$ cat src/rtl/control_cadena_tx.sv
// control_cadena_tx: serial transmit sequencer that frames a word as SYNC + LSB-first data + EOP.
// Optional BIT_STUFF_EN inserts a 0 after six consecutive transmitted 1s.
module control_cadena_tx #(
    parameter int DATA_W = 32,
    parameter int DIV = 4,
    parameter int SYNC_W = 8,
    parameter logic [SYNC_W-1:0] SYNC_PAT = 8'h80,
    parameter int EOP_LEN = 2
) (
    input  logic              clk,
    input  logic              reset,
    input  logic [DATA_W-1:0] dato_entrada,
    input  logic              inicio,
    output logic              listo,
    output logic              dato_sal,
    output logic              sal_en,
    output logic              ocupado,
    output logic              fin
);
    localparam int CW = $clog2(DATA_W + SYNC_W + EOP_LEN);
    localparam int DW = $clog2(DIV + 1);

    typedef enum logic [2:0] {
        IDLE,
        SYNC,
        DATA,
`ifdef BIT_STUFF_EN
        STUFF,
`endif
        EOP
    } state_t;

    state_t state, state_n;
    logic [DW-1:0] div_cnt, div_n;
    logic [CW-1:0] bit_cnt, bit_n;
    logic [DATA_W-1:0] sh, sh_n;
    logic [SYNC_W-1:0] sy, sy_n;
    logic bit_end;
`ifdef BIT_STUFF_EN
    logic [2:0] ones, ones_n;
    state_t ret, ret_n;
`endif

    always_comb begin
        bit_end = state != IDLE && div_cnt == DW'(DIV - 1);
        state_n = state;
        div_n = div_cnt;
        bit_n = bit_cnt;
        sh_n = sh;
        sy_n = sy;
`ifdef BIT_STUFF_EN
        ones_n = ones;
        ret_n = ret;
`endif
        if (state == IDLE) begin
            div_n = '0;
            bit_n = '0;
`ifdef BIT_STUFF_EN
            ones_n = '0;
`endif
            if (inicio) begin
                state_n = SYNC;
                sh_n = dato_entrada;
                sy_n = SYNC_PAT;
            end
        end else begin
            div_n = bit_end ? '0 : div_cnt + 1'b1;
            if (bit_end) begin
                bit_n = bit_cnt + 1'b1;
                case (state)
                    SYNC: begin
                        sy_n = sy >> 1;
                        if (bit_cnt == CW'(SYNC_W - 1)) begin
                            state_n = DATA;
                            bit_n = '0;
                        end
                    end
                    DATA: begin
                        sh_n = sh >> 1;
                        if (bit_cnt == CW'(DATA_W - 1)) begin
                            state_n = EOP;
                            bit_n = '0;
                        end
                    end
                    EOP: begin
                        if (bit_cnt == CW'(EOP_LEN - 1)) begin
                            state_n = IDLE;
                            bit_n = '0;
                        end
                    end
                    default: ;
                endcase
`ifdef BIT_STUFF_EN
                // The stuff bit takes a bit-time but does not advance the frame position.
                if (state == STUFF) begin
                    state_n = ret;
                    bit_n = bit_cnt;
                end else if (state != EOP) begin
                    ones_n = dato_sal ? ones + 3'd1 : '0;
                    if (ones_n == 3'd6) begin
                        ret_n = state_n;
                        state_n = STUFF;
                        ones_n = '0;
                    end
                end
`endif
            end
        end
    end

    always_ff @(posedge clk) begin
        if (reset) begin
            state <= IDLE;
            div_cnt <= '0;
            bit_cnt <= '0;
            sh <= '0;
            sy <= '0;
            dato_sal <= 1'b1;
            sal_en <= 1'b0;
            listo <= 1'b1;
            ocupado <= 1'b0;
            fin <= 1'b0;
`ifdef BIT_STUFF_EN
            ones <= '0;
            ret <= IDLE;
`endif
        end else begin
            state <= state_n;
            div_cnt <= div_n;
            bit_cnt <= bit_n;
            sh <= sh_n;
            sy <= sy_n;
            dato_sal <= state_n == IDLE || (state_n == SYNC && sy_n[0]) || (state_n == DATA && sh_n[0]);
            sal_en <= state_n != IDLE;
            listo <= state_n == IDLE;
            ocupado <= state_n != IDLE;
            fin <= state == EOP && state_n == IDLE;
`ifdef BIT_STUFF_EN
            ones <= ones_n;
            ret <= ret_n;
`endif
        end
    end
endmodule

$ cat config.mk
export PLATFORM = sky130hd
export DESIGN_NAME = control_cadena_tx
export DESIGN_NICKNAME = d
export VERILOG_FILES = /design/src/rtl/control_cadena_tx.sv
export SDC_FILE = /design/constraint.sdc
export NUM_CORES = 1
export LEC_CHECK = 0
export ABC_AREA = 1
export CORE_UTILIZATION = 29
export DETAILED_ROUTE_END_ITERATION = 10
export HOLD_SLACK_MARGIN = 0.12
export SLEW_MARGIN = 20
export SYNTH_ARGS = -nofsm -noshare
export SYNTH_HDL_FRONTEND = slang
export SYNTH_SLANG_ARGS = --single-unit
$ cat constraint.sdc
create_clock -name clk -period 1.4 [get_ports clk]
set_input_delay 0.35 -clock clk [delete_from_list [all_inputs] [get_ports clk]]
set_output_delay 0.35 -clock clk [all_outputs]
set_load 0.01 [all_outputs]
== After elaboration in Yosys (flattened, before gate mapping) ==
Cells that the tools add are included.
Cells by class
  add/subtract/negate cells: 2
  eq/ne operators: 10
  muxes and demuxes: 19
  reductions and logical operators: 17
Operators by type and width (count)
  $mux 32: 4
  $mux 8: 4
  $mux 3: 6
  $mux 6: 3
  $pmux 6 s3: 1
  $eq 3x2->1 const B: 4
  $pmux 3 s3: 1
  $add 6x1->6 const B: 1
  $eq 3x1->1 const B: 2
  $eq 6x1->1 const B: 1
  $eq 6x3->1 const B: 1
  $eq 6x5->1 const B: 1
  $logic_not 3->1: 2
  $reduce_and 3->1: 2
  $reduce_bool 2->1: 3
  $reduce_bool 3->1: 2
  $logic_and 1x1->1: 4
  $add 3x1->3 const B: 1
  $reduce_or 3->1: 1
  $logic_or 1x1->1: 2
  $ne 2x2->1 const B: 1
  $reduce_or 2->1: 1
Word-level totals
  bits in registers: 56
  input port bits: 35
  output and inout port bits: 5
  logic and storage cells: 59

== Longest topological paths before layout ==
Gate-level depths: netlist of the first run.
  word-level depth: 9
  depth in mapped cells: 14
  mapped depth without buffers: 14

== Least setup slack after synthesis of the first run ==
OpenSTA, ideal clock, no wires.
  path kind: flip-flop to flip-flop
  start: register div_cnt[0]
  end: register dato_sal
  library setup time: 0.114 ns
  arrival time: 1.315 ns
  data required time: 1.286 ns
  setup slack: -0.029 ns
  stages on the path, launching flop included: 11
  buffers on the path: 1
  period minus slack after synthesis: 1.429 ns
  cell sequence: dfxtp_1 ha_1 ha_1 buf_2 nand3_1 nand3_1 nand2_1 nor2_1 nor2_1 nand2_1 nand2_1
Between the ends
  longest elaborated chain between the ends: 8
  elaborated cells between the ends (all ways): 15
  those cells by class: 3 x eq/ne; 6 x mux; 6 x reduce/logical
Ends and longest elaborated chain
  start: declaration: line 34  | logic [DW-1:0] div_cnt, div_n;
  start signal: assignment: line 129  | div_cnt <= div_n;
  $eq 3x2->1 *: line 45  | bit_end = state != IDLE && div_cnt == DW'(DIV - 1);
  $logic_and 1x1->1 *: line 45
  $mux 3: line 68  | if (bit_end) begin
  $mux 3: line 55  | if (state == IDLE) begin
  $eq 3x1->1: line 133  | dato_sal <= state_n == IDLE || (state_n == SYNC && sy_n[0]) || (state_n == DATA && sh_n[0]);
  $logic_and 1x1->1: line 133
  $logic_or 1x1->1: line 133
  $logic_or 1x1->1 *: line 133
  end signal: assignment: line 133
  end: declaration: line 15  | output logic dato_sal,
Every way passes the cells marked *; elsewhere a longest branch is shown, timed or not. The select of a mux whose other input is x is not followed.
A chain may end at the register's enable or synchronous reset.

== Worst setup path in the final report of the first run ==
  start: register state[0]
  end: register ocupado
Between the ends
  longest elaborated chain between the ends: 5
  elaborated cells between the ends (all ways): 14
  those cells by class: 3 x eq/ne; 7 x mux; 4 x reduce/logical
Ends and longest elaborated chain
  start: declaration: line 33  | state_t state, state_n;
  start signal: assignment: line 128  | state <= state_n;
  $eq 3x2->1, or another cell as far along: line 70  | case (state)
  $pmux 3 s3 / $logic_and 1x1->1 (equally long branches): line 70, 45
  $mux 3: line 68
  $mux 3 *: line 55
  $reduce_bool 3->1 *: line 136  | ocupado <= state_n != IDLE;
  end signal: assignment: line 121  | ocupado <= 1'b0;
  end signal: assignment: line 136
  end: declaration: line 17  | output logic ocupado,
Every way passes the cells marked *; elsewhere a longest branch is shown, timed or not.

==> results of run 1 <==
==> metrics by stage <==
stage / util / hold WS [ps] / instances / TNS [ps] / total power, mW
5_1_grt: 0.4440 / 464.3 / 507 / -3257 / 3.445
3_5_place_dp: 0.3758 / 432.1 / 491 / -5966 / 2.146
4_1_cts: 0.4297 / 448.1 / 509 / -2134 / 3.334
2_1_floorplan: - / 399.0 / 341 / 0 / 1.967
6_report: 0.4440 / 445.0 / 507 / -414.0 / 3.291
3_3_place_gp: 0.3758 / 406.3 / 491 / -4848 / 2.141
==> critical path: stages (launching register included) <==
cell and delay [ps]:
dfxtp_2 400, inv_2 90, nand2_2 130, inv_2 80
nand2_4 150, buf_4 230, nand2_2 90, inv_2 70
nand2_2 60, nand2_2 70, inv_2 30
==> power by group <==
group	leakage [nW]	internal (mW)	switching (mW)
clock	0.0558	0.542	0.547
combinational	0.829	0.241	0.249
sequential	0.461	1.67	0.0440
total	1.35	2.45	0.840
==> sequential cells by signal, indices dropped and copies added, names as in the netlist <==
signal / cells
listo: 1
dato_sal: 1
state: 3
fin: 1
bit_cnt: 6
ocupado: 1
div_cnt: 3
sy: 8
sh: 32
==> cell usage in the layout (no fill, tap or decap), drive strengths merged <==
cell type	instances
dfxtp	56
a21oi	13
nor3	1
nand2	135
ha	4
bufinv	1
clkinv	2
xor2	1
a22oi	1
a31oi	30
nand4	1
clkbuf	6
xnor2	1
nand3	18
a211oi	1
nor2	28
inv	28
buf	31
o22ai	1
dlygate4sd2	5
o211ai	1
o21ai	3
clkdlybuf4s50	34
==> repair_timing <==
| item | CTS | global route |
|---|---|---|
| pin swaps | 12 | 24 |
| resized for setup | 47 | 47 |
| setup endpoints to repair | 48 | 52 |
| setup buffers | 6 | 3 |
| gates cloned | 4 | 0 |
==> area by class of cell <==
class,count,share of cell area
clock buffers,6,0.01989
inverters,29,0.03875
multi-input cells,239,0.3831
flip-flops and latches,56,0.3104
well taps,105,0.03601
repair buffers,70,0.2013
clock inverters,2,0.01063
==> how the worst max path moves through the flow <==
stage | start | end | slack (ps) | depth (start not counted)
final | state[0]$_SDFF_PP0_ | ocupado$_SDFF_PP0_ | -80 | 10
after global routing | div_cnt[0]$_SDFF_PP0_ | dato_sal$_SDFF_PP1_ | -170 | 10
after CTS | div_cnt[0]$_SDFF_PP0_ | sh[8]$_SDFFE_PP0P_ | -90 | 10
after detailed placement | inicio | sh[7]$_SDFFE_PP0P_ | -180 | 7
after global placement | inicio | sh[16]$_SDFFE_PP0P_ | -140 | 7
after floorplan | div_cnt[0]$_SDFF_PP0_ | ocupado$_SDFF_PP0_ | 5 | 9
==> routing by layer <==
layer | GRT usage | up-vias
met5 | 0 | -
met4 | 0.07051 | 0
met3 | 0.03560 | 14
met2 | 0.2591 | 52
met1 | 0.1684 | 1141
li1 | - | 1213
==> kinds of logic after synthesis <==
logic type / Yosys count / share of synthesized area
flip-flops: 56 / 0.4539
buffers and inverters: 46 / 0.09321
adder cells (fa/ha/maj): 4 / 0.02026
XOR/XNOR: 2 / 0.007093
AND/OR/NAND/NOR: 183 / 0.3029
AO/OA/AOI/OAI: 50 / 0.1226
==> run metrics, run 1 <==
Warnings, synthesis 0; relative slew slack 0.7641; hold endpoint div_cnt[0]$_SDFF_PP0_; final setup fails 19; CP Class register to register; Syn-to-layout area delta 47.72%; Total GRT Usage 0.1485; vias per cell 4.773; mapped cell area 2470 sq um; flop2flop setup slack -80 ps; antenna violations before repair 0; Slew @ Worst Pin 352.3 ps; FILL cells 795; Netlist cell types 27; routed len/inst 12.74 microns; Antenna Nets Post-Route 0; core area 8217 sq um; Max Used Layer met4; Max IR drop VDD 0.0004280 V; clk buf depth 2; first-pass iteration count of the detailed router 4; die span in x 94.29 microns; post-synthesis cell type with the largest combined area dfxtp_1; met3 wire length 216 microns; synthesized area per cell 7.243 sq um; clk slew on worst S/H paths 100 ps; Clock Latency Late Sink 310 ps; Die ar. 8890 sq um; period utilisation layout 1.056; Pins Over Slew Limit 0; Worst EP required 1620 ps; Overflow after GRT 0; # IOs 40; Hold Crit Class register to register; fmax 676.2 MHz; Startpoint Class register; drt total wl 6461 microns; Root Buffer clkbuf_8; number of synthesized flops with an enable pin 0; Port Buf Inserts 39; CP arrival 1700 ps; vias in the first global route 2310; placed instance area 3088 sq um; initial core utilization 0.3006; PnR worst setup slack -78.96 ps; largest net degree at the start of global routing 32; TritonCTS clock tree done; synth top area cells dfxtp_1, nand2_1, a31oi_1, nor2_1, nand3_1; HPWL after DPL 3845 microns; Main synth FF type dfxtp_1; Die H 94.29 microns; RSZ-0062 raised after global routing true; failing checks setup timing; Hold Path Depth 1; first-pass GRT wire length 10340 microns; # DRC 0; FFs w/ async S/R, synth 0; status finished with violations; final hold vios 0; post-synthesis register bit count 56; share of cells above drive strength 1 0.2836; Pwr Density 902.0 nW/um^2; initial drt markers 69; register area share after synthesis 0.4539; minimum clock period 1479 ps; static leakage 1.345 nW; total clock sinks 56; Multi-input gate area 1398 sq um; TritonCTS buffer count 5; Place WS -183.9 ps; wl on met1 2770 microns; fin nets 440; reg2reg end ocupado$_SDFF_PP0_; DR vias 2420; critical path capture point type register; R2R depth 10; Syn Inst Count 341; Ant. Diodes 0; Hold Buf Count CTS 0; met2 wire length 3291 microns; Clock Skews 8.224 ps; most numerous cell in the Yosys netlist nand2_1; CP Max Fanout 8; FF+latch area 1132 sq um; synth cell count leaders nand2_1, dfxtp_1, a31oi_1; H-tree depth 2; Post-Layout Inst Area 3649 sq um; gpl congestion 0.7866; worst r2r src state[0]$_SDFF_PP0_; share of the synthesized area in the top cell type 0.4539; Hold Startpoint div_cnt[0]$_SDFF_PP0_; cell row count 33; Post-Synthesis Net Count 380; Max-Cap Viols 0
Power figures use the tool's default switching activity.
==> run 2, diff against run 1 <==
- HOLD_SLACK_MARGIN: 0.12 -> 0.03
- SETUP_SLACK_MARGIN: unset -> 0.3
- TNS_END_PERCENT: unset -> 30
==> run 2 against run 1 <==
Against the previous run: the run still ends with setup timing left; count of clock-buffer cells in the layout stayed put; routed wire length is 20% lower; via count is 7.5% lower; worst setup slack worse by 21 ps; worst hold slack worse by 14 ps; sequential power hardly changed; register-to-register slack worse by 20 ps; largest cell class unchanged.
==> run metrics, run 2 (same netlist as run 1, synthesis figures left out) <==
Hold Crit Class register to register; Post-Layout Inst Area 3309 sq um (-9.3%); Die H 94.29 microns (unchanged); fmax 666.6 MHz (-1.4%); Clock Latency Late Sink 310 ps (about the same); Place WS -210.3 ps (-26.39 ps); largest net degree at the start of global routing 32 (unchanged); Reg power frac 0.530 (+0.010); initial drt markers 69 (unchanged); minimum clock period 1500 ps (+21.15 ps); Max IR drop VDD 0.0004134 V (-3.4%); placed cells 483 (-1.6%); Hold Slack 430.7 ps (-14.38 ps); RSZ-0062 raised after global routing true; Total GRT Usage 0.1259 (-0.02258); combinational share of power 0.129 (-0.020); Die ar. 8890 sq um (unchanged); status finished with violations; total clock sinks 56 (unchanged); reg2reg end bit_cnt[4]$_SDFFE_PP0P_; CP arrival 1720 ps (+20 ps); # DRC 0 (unchanged); CP Max Fanout 6 (-2); routed len/inst 10.45 microns (-18%); HPWL after DPL 3480 microns (-9.5%); Pins Over Slew Limit 0 (unchanged); flop2flop setup slack -100 ps (-20 ps); most frequent cells in the layout nand2_1, dfxtp_1, clkdlybuf4s50_1; core area 8217 sq um (unchanged); worst r2r src div_cnt[0]$_SDFF_PP0_; # IOs 40 (unchanged); clk slew on worst S/H paths 110 ps (about the same); Biggest register sh; PnR worst setup slack -100.1 ps (-21.15 ps); first-pass iteration count of the detailed router 6 (+2); Max-Cap Viols 0 (unchanged); Pwr Density 972.9 nW/um^2 (+7.9%); hold endpoint div_cnt[0]$_SDFF_PP0_; cell row count 33 (unchanged); antenna violations before repair 0 (unchanged); failing checks setup timing; sw frac 0.2461 (-0.009206); share of cells above drive strength 1 0.2123 (-0.07131); period utilisation layout 1.072 (+0.01511); Hold Startpoint div_cnt[0]$_SDFF_PP0_; fin nets 429 (-2.5%); Psw 792.5 uW (-5.7%); first-pass GRT wire length 8956 microns (-13%); Power Total 3.220 mW (-2.2%); H-tree depth 2 (unchanged); vias in the first global route 2033 (-12%); placed instance area 3080 sq um (-0.24%); Root Buffer clkbuf_8; Clock power frac 0.341 (+0.010); end-of-flow core utilization 0.4028 (-0.04127); Clock Skews 14.83 ps (+6.607 ps); DR vias 2238 (-7.5%); Startpoint Class register; Largest register FFs 32 (unchanged); setup_tns -944.2 ps (-530.2 ps); initial core utilization 0.3006 (unchanged); relative slew slack 0.7598 (-0.004310); Slew @ Worst Pin 357.5 ps (+5.265 ps); gpl congestion 0.7947 (+1.0%); drt total wl 5181 microns (-20%); die span in x 94.29 microns (unchanged); CP Class register to register; critical path capture point type register; TritonCTS clock tree done; Overflow after GRT 0 (unchanged); R2R depth 10 (unchanged); Ant. Diodes 0 (unchanged); vias per cell 4.512 (-5.5%); final hold vios 0 (unchanged); Hold Path Depth 1 (unchanged); Syn-to-layout area delta 33.99%; non-filler instance count after layout 496 (-2.2%); final setup fails 20 (+1); Port Buf Inserts 39 (unchanged); P_int 2.427 mW (-0.96%); Worst EP required 1620 ps (about the same); clk buf depth 2 (unchanged); static leakage 1.244 nW (-7.5%); Antenna Nets Post-Route 0 (unchanged); TritonCTS buffer count 5 (unchanged); most frequent standard cell in the layout excluding fill and tap cells nand2_1; largest registers sh (32), sy (8), bit_cnt (6)
==> run 2: changes by cell type in the layout (fill, tap and decap cells not counted), sizes merged <==
cell	previous run	this run
bufbuf	0	1
clkinv	2	1
buf	31	24
inv	28	29
dlygate4sd2	5	0
==> run 2: per-layer routing <==
| metal | part of all wire | track usage | wire length, microns | up-vias |
|---|---|---|---|---|
| li1 | - | - | - | 1191 |
| met1 | 0.49 | 0.1519 | 2522 | 994 |
| met2 | 0.46 | 0.2204 | 2407 | 51 |
| met3 | 0.043 | 0.02751 | 221 | 2 |
| met4 | 0.0056 | 0.03846 | 29 | 0 |
| met5 | 0 | 0 | 0 | - |
==> run 2: power by group through the flow <==
stage	logic, mW	clock network (mW)	registers, mW
global route	0.463	1.19	1.72
CTS	0.415	1.12	1.71
floorplan	0.233	0	1.74
detailed placement	0.395	0	1.74
global placement	0.390	0	1.74
finish	0.416	1.10	1.71
==> run 2: critical path: stages (launching register included) <==
cell and delay (ps):
dfxtp_2 350, ha_4 160, ha_4 180, buf_4 130, buf_6 110, nand2_2 70, inv_2 50, buf_6 110
nand2_2 50, xor2_1 150, nor2_1 50
==> run 2: cell type report <==
type                            instances  area (sq um)
Timing Repair Buffer                   59         601.8
Multi-Input combinational cell        239          1217
Clock buffer                            6         72.57
Sequential cell                        56          1134
Inverter                               29         113.9
Clock inverter                          2         38.79
Fill cell                             843          4907
Tap cell                              105         131.4
==> run 2: worst max path at each step <==
stage	start	end	slack [ps]	cells past startpoint
2_1_floorplan	div_cnt[0]$_SDFF_PP0_	dato_sal$_SDFF_PP1_	90	10
3_3_place_gp	inicio	sh[5]$_SDFFE_PP0P_	-190	7
3_5_place_dp	inicio	sh[27]$_SDFFE_PP0P_	-210	7
4_1_cts	div_cnt[0]$_SDFF_PP0_	dato_sal$_SDFF_PP1_	-80	10
5_1_grt	bit_cnt[1]$_SDFFE_PP0P_	ocupado$_SDFF_PP0_	-260	9
6_report	div_cnt[0]$_SDFF_PP0_	bit_cnt[4]$_SDFFE_PP0P_	-100	10
==> run 2: repair_timing <==
item,CTS,global route
setup buffers,3,1
setup endpoints to repair,57,60
pin swaps,7,10
gates cloned,1,0
resized for setup,29,13
hold buffers,0,0
==> RTL change 1 (flow settings as in run 2) <==
The parameter `EOP_LEN` goes from 2 to 4.
--- a/src/rtl/control_cadena_tx.sv
+++ b/src/rtl/control_cadena_tx.sv
@@ -5,7 +5,7 @@
     parameter int DIV = 4,
     parameter int SYNC_W = 8,
     parameter logic [SYNC_W-1:0] SYNC_PAT = 8'h80,
-    parameter int EOP_LEN = 2
+    parameter int EOP_LEN = 4
 ) (
     input  logic              clk,
     input  logic              reset,
Behaviour: same outputs for any inputs over 10 cycles, from zero or initial values and one cycle with reset high; that may be too few to reach the edited logic, so the function may still have changed.
==> RTL change 1 against run 2 <==
  * The run still ends with setup timing left
  * Hold slack hardly changed
  * Power is 5.2% lower
  * Setup slack better by 0.026 ns
  * Die area is 0.89% lower
  * Final cell count is 1.4% higher
  * Final area is 6.2% higher
  * Clock power is 18% lower
  * Clock skew is 0.0090 ns lower
  * Synthesized area is 0.91% lower
  * Routed wire length is 16% higher
  * Core utilization is 2.7 points higher
  * Sequential cell count stayed put
==> RTL change 1: results (changes against run 2) <==
place_hpwl_microns: 3770  # +8.2%
final_layout_size_suffix_gt1_share_pct: 28.1  # +6.9 points
violations: "setup timing"
gp_congestion: 0.773  # -2.7%
p_int_mw: 2.25  # -7.4%
status: "complete, but fails checks"
leakage_nw: 1.29  # +3.7%
grt_usage_pct: 13.4  # +0.77 points
crit_cells: 8  # -2
peakVddDrop_uv: 385  # -6.9%
yosysSeqAreaShare_pct: 45.8  # +0.42 points
synthTopCellsByCount: "nand2_1, dfxtp_1, a31oi_1"
grt_pass1_wl_microns: 9260  # +3.4%
first_pass_iters: 4  # -2
wl_microns: 6010  # +16%
path_delay_family: "flip-flops"
dp_cells: 488  # +1.0%
r2r-end: "sh[21]$_SDFFE_PP0P_"
initialDrtViolationCount: 118  # +71%
finalWorstSetupSlack_ns: -0.0746  # +0.0255 ns
ys_types: 28  # +3.7%
cp_max_fo: 15  # +9
synthCells: 338  # -0.88%
num-nets-final: 435  # +1.4%
viasPerCell: 4.65  # +3.1%
finalSetupTns_ns: -0.468  # +0.476 ns
synth_fp_nets: 376  # -1.1%
max_slew_margin_pct: 79.2  # +3.2 points
setup_viol: 22  # +10%
## RTL change 1: per-layer routing
layer  global-route usage, %  vias to the layer above  wire length, microns
met5                       0                        -                     0
met4                    4.36                        0                   102
met3                    3.24                        9                   253
met2                    22.1                       53                  2860
met1                    17.0                     1062                  2800
li1                        -                     1215                     -
## RTL change 1: worst reg2reg max path, delay by kind of cell (launching register included)
family / cells / cell delay (ns)
AOI/OAI and AO/OA: 1 / 0.19
and+or+nand+nor: 3 / 0.24
adders and majority gates: 2 / 0.34
DFF: 1 / 0.35
buffers and inverters: 2 / 0.28
## RTL change 1: logic make-up (layout without fill, tap and decap cells)
kind of cell / Yosys count / after routing / synth area share [%]
flops: 56 / 56 / 45.8
buf+inv: 40 / 100 / 7.62
simple gates: 183 / 183 / 31.4
compound gates: 53 / 53 / 12.6
xor+xnor: 3 / 3 / 1.07
fa+ha+maj: 3 / 3 / 1.53
## RTL change 1: worst max path at each step
stage                              end  slack [ns]
2_1_floorplan      dato_sal$_SDFF_PP1_        0.09
3_3_place_gp          listo$_SDFF_PP1_       -0.23
3_5_place_dp          listo$_SDFF_PP1_       -0.26
4_1_cts             ocupado$_SDFF_PP0_       -0.02
5_1_grt        bit_cnt[0]$_SDFFE_PP0P_       -0.17
6_report           sh[21]$_SDFFE_PP0P_       -0.07
## RTL change 1: repair_timing
action | in CTS | in global routing
resized for setup | 40 | 23
pin swaps | 15 | 48
gates cloned | 0 | 4
setup endpoints to repair | 60 | 60
buffers inserted | 0 | 3
## RTL change 1: area by class of cell
type / instances / area, sq um / area share [%]
clock buffers: 5 / 68.8 / 1.96
well taps: 105 / 131 / 3.74
multi-input cells: 242 / 1320 / 37.6
flip-flops and latches: 56 / 1130 / 32.3
clock inverters: 3 / 21.3 / 0.605
repair buffers: 67 / 733 / 20.9
inverters: 25 / 104 / 2.95
## RTL change 1: through the flow
| stage | cell area (sq um) | power, mW | hold slack [ns] | util (%) | setup WS [ns] |
|---|---|---|---|---|---|
| floorplan | 2530 | 1.95 | 0.408 | - | 0.0943 |
| global placement | 3150 | 2.14 | 0.414 | 38.6 | -0.234 |
| detailed placement | 3150 | 2.14 | 0.419 | 38.6 | -0.260 |
| CTS | 3320 | 3.06 | 0.433 | 40.6 | -0.0225 |
| global route | 3520 | 3.21 | 0.450 | 43.0 | -0.173 |
| finish | 3520 | 3.05 | 0.430 | 43.0 | -0.0746 |
## RTL change 1: power groups by stage
stage | Clock [mW] | Combinational (mW) | Sequential, mW
floorplan | 0 | 0.215 | 1.74
global placement | 0 | 0.395 | 1.74
detailed placement | 0 | 0.400 | 1.74
CTS | 0.943 | 0.403 | 1.71
global route | 1.01 | 0.479 | 1.72
finish | 0.907 | 0.436 | 1.71
==> RTL change 2 (settings of run 2) <==
Made on the original files. Put one more register stage on the output `sal_en`. The value now appears one clock later. The other outputs are not delayed to match.
--- a/src/rtl/control_cadena_tx.sv
+++ b/src/rtl/control_cadena_tx.sv
@@ -29,6 +29,8 @@
 `endif
         EOP
     } state_t;
+
+    logic sal_en_s0;
 
     state_t state, state_n;
     logic [DW-1:0] div_cnt, div_n;
@@ -116,7 +118,7 @@
             sh <= '0;
             sy <= '0;
             dato_sal <= 1'b1;
-            sal_en <= 1'b0;
+            sal_en_s0 <= 1'b0;
             listo <= 1'b1;
             ocupado <= 1'b0;
             fin <= 1'b0;
@@ -131,7 +133,7 @@
             sh <= sh_n;
             sy <= sy_n;
             dato_sal <= state_n == IDLE || (state_n == SYNC && sy_n[0]) || (state_n == DATA && sh_n[0]);
-            sal_en <= state_n != IDLE;
+            sal_en_s0 <= state_n != IDLE;
             listo <= state_n == IDLE;
             ocupado <= state_n != IDLE;
             fin <= state == EOP && state_n == IDLE;
@@ -141,5 +143,9 @@
 `endif
         end
     end
+    always_ff @(posedge clk) begin
+        sal_en <= sal_en_s0;
+    end
+
 endmodule
 
Function: changed (a bounded check fails within 4 cycles, from zero or initial values and one cycle with reset high).
==> RTL change 2 against run 2 <==
  * The run still ends with setup timing left
  * Routed wire length grew 9.6%
  * Combinational power grew 12%
  * Sequential cell count grew 1
  * Core utilization grew 3.2 points
  * Setup slack gained 0.038 ns
  * Power grew 13%
  * Critical path depth grew 1
  * Synthesized area grew 0.51%
  * Final area grew 8.6%
  * Critical path type unchanged
  * Critical endpoint is now dato_sal$_SDFF_PP1_
  * Largest power group unchanged
  * Highest routed layer unchanged
==> RTL change 2: results (changes against run 2) <==
leakage_nw: 1.36  # +9.6%
h-tree-depth: 3  # +1
synth_area_per_cell_sq_um: 7.28  # +0.51%
synthTopCellsByCount: "nand2_1, dfxtp_1, a31oi_1"
r2r-end: "dato_sal$_SDFF_PP1_"
num-nets-final: 439  # +2.3%
yosysSeqAreaShare_pct: 46.0  # +0.58 points
violations: "setup timing"
path_clk_slew_ns: 0.07  # -0.04 ns
grt_pass1_vias: 2170  # +6.7%
wl_per_cell_microns: 11.1  # +6.6%
vias: 2315  # +3.4%
dpl_cell_area_sq_mm: 0.00309  # +0.16%
path_delay_family: "simple AND/OR/NAND/NOR gates"
clock-skew-final_ns: 0.00999  # -0.00485 ns
status: "complete, but fails checks"
grt_pass1_wl_microns: 9320  # +4.1%
cts_buffers: 9  # +4
synth_area_leaders: "dfxtp_1, nand2_1, a31oi_1"
finalWorstSetupSlack_ns: -0.0624  # +0.0377 ns
final_cell_count_no_fill: 510  # +2.8%
setup_viol: 12  # -40%
critPathArrivalTime_ns: 1.74  # +0.02 ns
max_slew_margin_pct: 78.9  # +3.0 points
initialDrtViolationCount: 115  # +67%
final_layout_size_suffix_gt1_share_pct: 28.9  # +7.7 points
gp_congestion: 0.797  # +0.25%
dp_cells: 482  # -0.21%
RTL change 2: what timing repair did:
action,CTS,global route
resized for setup,48,32
setup endpoints to repair,60,60
hold buffers,0,0
pin swaps,26,23
gates cloned,0,2
setup buffers,4,6
RTL change 2: worst min-delay path by stage:
stage,slack (ns),depth (start not counted),endpoint,start
3_5_place_dp,0.35,0,sal_en$_DFF_P_,sal_en_s0$_SDFF_PP0_
3_3_place_gp,0.34,0,sal_en$_DFF_P_,sal_en_s0$_SDFF_PP0_
6_report,0.35,0,sal_en$_DFF_P_,sal_en_s0$_SDFF_PP0_
5_1_grt,0.36,0,sal_en$_DFF_P_,sal_en_s0$_SDFF_PP0_
2_1_floorplan,0.38,0,sal_en$_DFF_P_,sal_en_s0$_SDFF_PP0_
4_1_cts,0.36,0,sal_en$_DFF_P_,sal_en_s0$_SDFF_PP0_
RTL change 2: stage by stage:
step / utilization (%) / power, mW / setup slack (ns) / setup TNS [ns] / hold slack [ns]
global placement: 37.4 / 2.17 / -0.161 / -5.57 / 0.337
finish: 43.5 / 3.62 / -0.0624 / -0.191 / 0.355
floorplan: - / 2.00 / 0.0869 / 0 / 0.382
detailed placement: 37.4 / 2.18 / -0.169 / -6.01 / 0.351
CTS: 41.1 / 3.62 / -0.0399 / -0.0760 / 0.362
global route: 43.5 / 3.79 / -0.154 / -3.23 / 0.365
RTL change 2: kinds of logic after synthesis:
family                   after synthesis  synth area share, %
adder cells (fa/ha/maj)                4                 2.02
AO/OA/AOI/OAI                         50                 12.2
XOR/XNOR                               2                0.706
flip-flops                            57                 46.0
buffers and inverters                 45                 8.97
AND/OR/NAND/NOR                      183                 30.1
RTL change 2: area by class of cell:
class | count | area, sq um
Fill cell | 827 | 4660
Timing Repair Buffer | 64 | 651
Sequential cell | 57 | 1160
Clock inverter | 7 | 58.8
Clock buffer | 9 | 124
Inverter | 29 | 131
Tap cell | 105 | 131
Multi-Input combinational cell | 239 | 1340
RTL change 2: power groups by stage:
stage	Sequential (mW)	Combinational, mW	Clock [mW]
2_1_floorplan	1.77	0.228	0
3_3_place_gp	1.78	0.396	0
3_5_place_dp	1.78	0.403	0
4_1_cts	1.74	0.412	1.47
5_1_grt	1.74	0.512	1.53
6_report	1.74	0.464	1.42
RTL change 2: layer usage:
metal  routed length (microns)  GRT usage [%]
met4                        71           2.90
met3                       212           5.80
met1                      2580           16.0
met5                         0              0
met2                      2810           22.3
